## config.mk

```make
export PLATFORM = sky130hd
export DESIGN_NAME = stage_writeback
export DESIGN_NICKNAME = d
export VERILOG_FILES = /design/src/rtl/stage_writeback_pkg.sv /design/src/rtl/stage_writeback_load_extend.sv /design/src/rtl/stage_writeback.sv
export SDC_FILE = /design/constraint.sdc
export NUM_CORES = 1
export LEC_CHECK = 0
export ABC_AREA = 1
export ABC_CLOCK_PERIOD_IN_PS = 2490
export BUFFER_PORTS_ARGS = -buffer_cell sky130_fd_sc_hd__buf_4
export CELL_PAD_IN_SITES_DETAIL_PLACEMENT = 0
export CELL_PAD_IN_SITES_GLOBAL_PLACEMENT = 1
export CORE_ASPECT_RATIO = 1.2
export CORE_MARGIN = 3
export CORE_UTILIZATION = 35
export DETAILED_ROUTE_END_ITERATION = 10
export PLACE_DENSITY_LB_ADDON = 0.05
export SYNTH_ARGS = -nofsm -noshare
export SYNTH_HDL_FRONTEND = slang
export SYNTH_SLANG_ARGS = --single-unit
export TNS_END_PERCENT = 10
```

## constraint.sdc

```tcl
create_clock -name clk -period 2.49 [get_ports clk]
set_input_delay 0.3735 -clock clk [delete_from_list [all_inputs] [get_ports clk]]
set_output_delay 0.3735 -clock clk [all_outputs]
set_load 0.05 [all_outputs]
```

## src/rtl/stage_writeback_pkg.sv

```systemverilog
// Shared core definitions for the writeback stage: rd source select,
// load funct3 codes and the captured M->W pipeline register layout.
package stage_writeback_pkg;

  typedef enum logic [1:0] {
    SRC_ALU  = 2'b00,
    SRC_LOAD = 2'b01,
    SRC_PC4  = 2'b10,
    SRC_CSR  = 2'b11
  } reg_src_e;

  localparam logic [2:0] F3_LB  = 3'b000;
  localparam logic [2:0] F3_LH  = 3'b001;
  localparam logic [2:0] F3_LW  = 3'b010;
  localparam logic [2:0] F3_LBU = 3'b100;
  localparam logic [2:0] F3_LHU = 3'b101;

  typedef struct packed {
    logic        valid;
    logic        reg_write;
    logic        csr_write;
    reg_src_e    reg_src;
    logic [2:0]  funct3;
    logic [4:0]  rd_addr;
    logic [11:0] csr_addr;
    logic [31:0] alu_result;
    logic [31:0] read_data;
    logic [31:0] pc_plus4;
    logic [31:0] csr_old;
  } wb_reg_t;

  function automatic logic [31:0] ext8(input logic [7:0] b, input logic sgn);
    return {{24{sgn & b[7]}}, b};
  endfunction

  function automatic logic [31:0] ext16(input logic [15:0] h, input logic sgn);
    return {{16{sgn & h[15]}}, h};
  endfunction

endpackage

```

## src/rtl/stage_writeback_load_extend.sv

```systemverilog
// Selects the addressed byte/halfword lane of a loaded word and
// sign- or zero-extends it according to the load funct3 code.
module load_extend
  import stage_writeback_pkg::*;
(
  input  logic [2:0]  funct3,
  input  logic [1:0]  addr,
  input  logic [31:0] word,
  output logic [31:0] value
);

  logic [7:0]  byte_lane;
  logic [15:0] half_lane;

  always_comb begin
    byte_lane = '0;
    case (addr)
      2'b00: byte_lane = word[7:0];
      2'b01: byte_lane = word[15:8];
      2'b10: byte_lane = word[23:16];
      2'b11: byte_lane = word[31:24];
      default: byte_lane = '0;
    endcase
  end

  // Halfword lane only looks at addr[1]; misaligned bit 0 is ignored.
  assign half_lane = addr[1] ? word[31:16] : word[15:0];

  always_comb begin
    value = word;
    case (funct3)
      F3_LB:   value = ext8(byte_lane, 1'b1);
      F3_LH:   value = ext16(half_lane, 1'b1);
      F3_LW:   value = word;
      F3_LBU:  value = ext8(byte_lane, 1'b0);
      F3_LHU:  value = ext16(half_lane, 1'b0);
      default: value = word;
    endcase
  end

endmodule

```

## src/rtl/stage_writeback.sv

```systemverilog
// Writeback stage: M->W pipeline register, rd result select, register/CSR
// write ports and the retired-instruction counter.
module stage_writeback
  import stage_writeback_pkg::*;
#(
  parameter int unsigned CNT_W = 64
) (
  input  logic              clk,
  input  logic              rst,
  input  logic              stall,
  input  logic              flush,
  input  logic              validM,
  input  logic              regWriteM,
  input  logic              csrWriteM,
  input  logic [1:0]        regSrcM,
  input  logic [2:0]        funct3M,
  input  logic [4:0]        rdAddrM,
  input  logic [11:0]       csrAddrM,
  input  logic [31:0]       aluResultM,
  input  logic [31:0]       readDataM,
  input  logic [31:0]       pcPlus4M,
  input  logic [31:0]       csrOldM,
  output logic [4:0]        rdAddrW,
  output logic              regWriteW,
  output logic [31:0]       rdW,
  output logic              csrWriteW,
  output logic [11:0]       csrAddrW,
  output logic [31:0]       csrResultW,
  output logic              validW,
  output logic [CNT_W-1:0]  instretW
);

  wb_reg_t          w_q;
  wb_reg_t          m_in;
  logic [CNT_W-1:0] instret_q;
  logic [31:0]      load_value;

  always_comb begin
    m_in            = '0;
    m_in.valid      = validM;
    m_in.reg_write  = regWriteM;
    m_in.csr_write  = csrWriteM;
    m_in.reg_src    = reg_src_e'(regSrcM);
    m_in.funct3     = funct3M;
    m_in.rd_addr    = rdAddrM;
    m_in.csr_addr   = csrAddrM;
    m_in.alu_result = aluResultM;
    m_in.read_data  = readDataM;
    m_in.pc_plus4   = pcPlus4M;
    m_in.csr_old    = csrOldM;
  end

  // Priority: rst > flush > stall > capture. The counter only advances on a
  // real capture of a valid instruction and wraps silently.
  always_ff @(posedge clk) begin
    if (rst) begin
      w_q       <= '0;
      instret_q <= '0;
    end else if (flush) begin
      w_q <= '0;
    end else if (!stall) begin
      w_q <= m_in;
      if (validM) instret_q <= instret_q + CNT_W'(1);
    end
  end

  load_extend u_load_extend (
    .funct3 (w_q.funct3),
    .addr   (w_q.alu_result[1:0]),
    .word   (w_q.read_data),
    .value  (load_value)
  );

  always_comb begin
    rdW = w_q.alu_result;
    case (w_q.reg_src)
      SRC_ALU:  rdW = w_q.alu_result;
      SRC_LOAD: rdW = load_value;
      SRC_PC4:  rdW = w_q.pc_plus4;
      SRC_CSR:  rdW = w_q.csr_old;
      default:  rdW = w_q.alu_result;
    endcase
  end

  assign rdAddrW    = w_q.rd_addr;
  assign validW     = w_q.valid;
  assign regWriteW  = w_q.reg_write & w_q.valid & (w_q.rd_addr != 5'd0);
  assign csrWriteW  = w_q.csr_write & w_q.valid;
  assign csrAddrW   = w_q.csr_addr;
  assign csrResultW = w_q.alu_result;
  assign instretW   = instret_q;

endmodule

```

# ---- After elaboration in Yosys (flattened, before gate mapping)
# Index checks and enable logic that the tools add are counted.
dict set report op_classes {
  add_sub_neg 1
  n_reduce_logical 6
  n_eq_ne 9
  n_mux 4
  bitwise_logic 5
}
# op count
set op_table {}
lappend op_table {{case mux 32 bit (4 select lines)} 2}
lappend op_table {{adder 64 x 1 -> 64 bit (second input constant)} 1}
lappend op_table {{case mux 8 bit (4 select lines)} 1}
lappend op_table {{two-way mux 16 bit} 1}
lappend op_table {{equality test 2 bit (second input constant)} 4}
lappend op_table {{equality test 3 bit (second input constant)} 2}
lappend op_table {{nonzero test 5 bit} 1}
lappend op_table {{equality test 2 x 1 -> 1 bit (second input constant)} 2}
lappend op_table {{logical NOT 2 bit} 2}
lappend op_table {{AND 1 bit} 3}
lappend op_table {{equality test 3 x 1 -> 1 bit (second input constant)} 1}
lappend op_table {{logical NOT 3 bit} 1}
lappend op_table {{AND reduction 3 bit} 1}
lappend op_table {{inverter 1 bit} 2}
lappend op_table {{OR reduction 2 bit} 1}
dict set report word_totals {
  wordCells 37
  out_inout_bits 148
  ff_bits 217
  inputBits 157
}

# ---- Depth between registers and ports, before layout
dict set report depth {
  word_depth 4
  depth_mapped 11
  depth_no_buf 11
}

# ---- Cells and area by module
# Synthesis repeated with hierarchy kept, for this count alone.
dict set report unflattened {
  cells_unflattened 1674
  area_unflattened_um2 10810.4
}
# mod area_each_um2 seq_area_each_um2 cells_per_inst n_inst
set modules_own_cells {}
lappend modules_own_cells {stage_writeback 10048.4 4344.2 1528 1}
lappend modules_own_cells {load_extend 762.0 0.0 146 1}

# ---- Worst setup path after synthesis
# OpenSTA, ideal clock, no wires.
dict set report synth_path {
  kind {register to output}
  start {register w_q (netlist bit csrResultW[1])}
  end {output port rdW[18]}
  required_ns 2.117
  path_buffers 1
  stages_incl_launch_ff 9
  t_arrival_ns 1.740
  setup_slack_ns 0.376
  path_cell_list {dfxtp_1 inv_2 o21ai_1 o211ai_1 nand2_1 nand2_2 buf_4 nand2_1 nand4_1}
}
dict set report synth_via {
  elab_chain_len 4
  word_cells_on_any_way 8
  classes_between {eq/ne: 3; mux: 4; reduce/logical: 1}
}
# item line_no
set synth_rtl {}
lappend synth_rtl {{from (decl)} stage_writeback.sv:33} ;# wb_reg_t w_q;
lappend synth_rtl {{from (signal assigned)} stage_writeback.sv:62} ;# w_q <= m_in;
lappend synth_rtl {{equality test 2 bit, or another cell as far along} stage_writeback_load_extend.sv:17} ;# case (addr)
lappend synth_rtl {{case mux 8 bit (4 select lines)} stage_writeback_load_extend.sv:17}
lappend synth_rtl {{case mux 32 bit (4 select lines) (*)} stage_writeback_load_extend.sv:31} ;# case (funct3)
lappend synth_rtl {{case mux 32 bit (4 select lines) (*)} stage_writeback.sv:76} ;# case (w_q.reg_src)
lappend synth_rtl {{to (decl)} stage_writeback.sv:25} ;# output logic [31:0] rdW,
# Every way passes the cells marked *; elsewhere a longest branch is shown, timed or not.

# ---- Worst setup path in the final report
dict set report layout_path {
  start {register w_q (netlist bit csrResultW[1])}
  end {output port rdW[10]}
}
# Same word-level chain as after synthesis.

==> impl_metrics.ini <==
[grt]
grt_pass1_vias = 11000
grt_max_degree = 174
grt_overflow_total = 0
track_usage_pct = 24.9
grt_pass1_wl_um = 63100
antenna_found_initial = 5

[route]
via_per_inst = 5.02
first_iter_violations = 794
drtPass1Iterations = 5
drc_errors = 0
drt-total-wl_um = 42300
ant_nets = 0
via_count = 11400
wl_per_cell_um = 18.7

[clocking]
ctsHoldBuffers = 0
htree_num_levels = 1
clk_pin_slew_ps = 60
clock_path_buffers = 3
cts.sinks = 217
root_buffer = clkbuf_16
cts_buffers = 26
clock_latency_ps = 540
cts_tree = yes

[placed_design]
port_buffers = 304
placed_area_um2 = 13000
gp_congestion = 0.929
place_hpwl_um = 30800

[timing]
tns_ps = -226
setup_viol = 11
period_share_pct = 102
post-route-min-period_ps = 2540
hold_viol_final = 0
fin_ws_ps = -48.9
drv_slew = 0
rsz0062_at_grt = yes
clock_skew_ps = 8.72
max_slew_margin_pct = 48.6
fmax_mhz = 394
tightest_slew_ps = 771

[setup_path]
timing.rr.end = instretW[56]
r2r_setup_slack_ps = 530
crit_arrival_ps = 2170
crit_required_ps = 2120
r2r_start = instretW[0]
startpoint = csrResultW[1]
worstSetupEndpoint = rdW[10]
end_kind = output port
crit_path_start_kind = flip-flop
r2r.worst_path.cells = 9
crit_fanout = 8
path_class = flip-flop to output port

[power]
total_power_mw = 8.60
p_sw_mw = 2.26
power_density_nw_per_um2 = 604
p_leak_nw = 6.01
intPower_mw = 6.34
switching_share_pct = 26.3
vdd_drop_max_mv = 0.476
clockPowerShare_pct = 45.7
seqPwrFrac_pct = 42.1
p_comb_share_pct = 12.2

[finish]
utilization_pct = 47.6
area_delta_synth_final_pct = 33.2
fin_area_um2 = 14200
nNetsFinal = 2008
drive_above_1_share_pct = 23.0

[floorplan]
row_count = 69
die_height_um = 197
core_um2 = 29900
dieWidth_um = 165
die_area_um2 = 32600
io_pins = 305
initial_core_util_pct = 35.7

[hold_path]
min_path_type = primary input to flip-flop

[synthesis]
synth_area_um2 = 10700
synth.top_cells.by_area = dfxtp_1 (41%), nand2_1 (18%), a21oi_1 (8.4%), nor2_1 (6.3%), nand3_1 (5.0%)
synth_area_per_cell_um2 = 6.60
yosysTopAreaCellShare_pct = 40.7
synth-seq-cells = 217
yosysWarnings = 0
synthCells = 1617
synth_fp_nets = 1775
synth_top_cell_by_area = dfxtp_1
synth.distinct_cells = 39
ys_seq_area_share_pct = 40.7

[run_status]
violations = negative setup slack
run_status = complete, but fails checks

[run]
max-cap-violations = 0
-- power by group through the flow --
| stage | clock network, mW | registers (mW) | logic [mW] |
|---|---|---|---|
| finish | 3.93 | 3.62 | 1.05 |
| global route | 4.15 | 3.63 | 1.13 |
| CTS | 4.00 | 3.62 | 1.03 |
| detailed placement | 0 | 3.70 | 0.991 |
| global placement | 0 | 3.69 | 0.989 |
| floorplan | 0 | 3.68 | 0.580 |
-- metal layers --
layer | part of all wire [%] | GRT usage (%) | vias to the layer above
li1 | - | - | 5689
met1 | 39 | 29.8 | 5260
met2 | 50 | 43.7 | 316
met3 | 6.7 | 5.79 | 77
met4 | 3.5 | 8.66 | 8
met5 | 0.13 | 0 | -
-- area by class of cell --
| type | instances | area (um^2) |
|---|---|---|
| diodes | 1 | 2.50 |
| clock buffers | 42 | 802 |
| clock inverters | 4 | 70.1 |
| fillers | 3197 | 15600 |
| inverters | 118 | 457 |
| multi-input cells | 1153 | 5360 |
| flip-flops and latches | 217 | 4360 |
| well taps | 390 | 488 |
| repair buffers | 334 | 2690 |
-- cells by family (layout without fill, tap and decap cells) --
kind of cell | count (synthesis) | in the layout | synth area share (%)
AOI/OAI and AO/OA | 257 | 257 | 12.8
xor gates and xnor gates | 7 | 7 | 0.574
adders and majority gates | 1 | 1 | 0.117
buffers and inverters | 249 | 498 | 10.5
DFF | 217 | 217 | 40.7
other | 0 | 1 | 0
and+or+nand+nor | 886 | 888 | 35.2
-- flip-flops by register name, indices dropped and copies added, names as in the netlist --
signal,count
validW,1
w_q,103
csrResultW,32
rdAddrW,5
instretW,64
csrAddrW,12
-- synth_stat cells, drive strengths merged --
cell and instances:
nand2 502, dfxtp 217, nor2 187, a21oi 180
inv 115, nand3 110, clkbuf 74, nand4 58
buf 57, o21ai 45, a211oi 20, nor3 20
o21a 4, xor2 4, clkinv 3, nor3b 3
xnor2 3, a21o 2, nand3b 2, nor4 2
o21bai 2, a221oi 1, and3 1, ha 1
o2111ai 1, o211ai 1, o311ai 1, or3 1
-- worst max-delay path: stages, from the launching register on --
cell      delay [ps]
dfxtp_4          400
inv_6             40
nand2_2           60
o21ai_2           50
o211ai_1         250
nand2_2          180
buf_6            190
nand2_2           50
nand2_1           50
nand4_1          160
buf_6            190
-- worst min path at each step --
stage                     cells past startpoint              to            from
after detailed placement                      2         w_q[66]         w_q[66]
after floorplan                               2         w_q[64]         w_q[64]
final                                         3      rdAddrW[1]      rdAddrM[1]
after CTS                                     3  csrResultW[31]  aluResultM[31]
after global placement                        2         w_q[66]         w_q[66]
after global routing                          3  csrResultW[30]  aluResultM[30]
-- repair_timing --
| item | 4_1_cts | 5_1_grt |
|---|---|---|
| gates resized for setup | 52 | 33 |
| setup endpoints to repair | 32 | 30 |
| setup buffers | 1 | 3 |
| pin swaps | 3 | 6 |
| gates cloned | 2 | 0 |
-- cells in the final DEF (no fill, tap or decap), types with 3 or more instances in the layout --
cell / netlist / layout
o21ai_1: 1 / 8
nor3_1: 17 / 17
dfxtp_1: 217 / 212
clkinv_2: 0 / 3
a211oi_1: 20 / 20
nand2_1: 500 / 490
nand4_1: 58 / 58
a21oi_1: 180 / 177
nor3b_1: 3 / 3
clkbuf_1: 74 / 8
buf_4: 50 / 300
nand2_2: 2 / 9
clkbuf_8: 0 / 7
buf_6: 0 / 27
buf_12: 0 / 6
nor2_4: 3 / 7
xnor2_1: 3 / 3
o21ai_0: 44 / 35
nand3_1: 106 / 105
nand3_2: 2 / 3
dfxtp_4: 0 / 3
nor2_1: 178 / 174
o21a_1: 4 / 3
inv_1: 109 / 106
nor2_2: 6 / 7
clkbuf_16: 0 / 27
xor2_1: 4 / 4
inv_2: 6 / 6
-- stage by stage --
| stage | setup slack (ps) | instances | hold slack, ps |
|---|---|---|---|
| 2_1_floorplan | 376 | 1617 | 441 |
| 5_1_grt | -124 | 2259 | 83.3 |
| 3_5_place_dp | -40.6 | 2206 | 453 |
| 4_1_cts | -57.8 | 2255 | 71.4 |
| 3_3_place_gp | -63.2 | 2206 | 452 |
| 6_report | -48.9 | 2259 | 88.4 |
No activity file was read; power rests on OpenSTA's default activity.
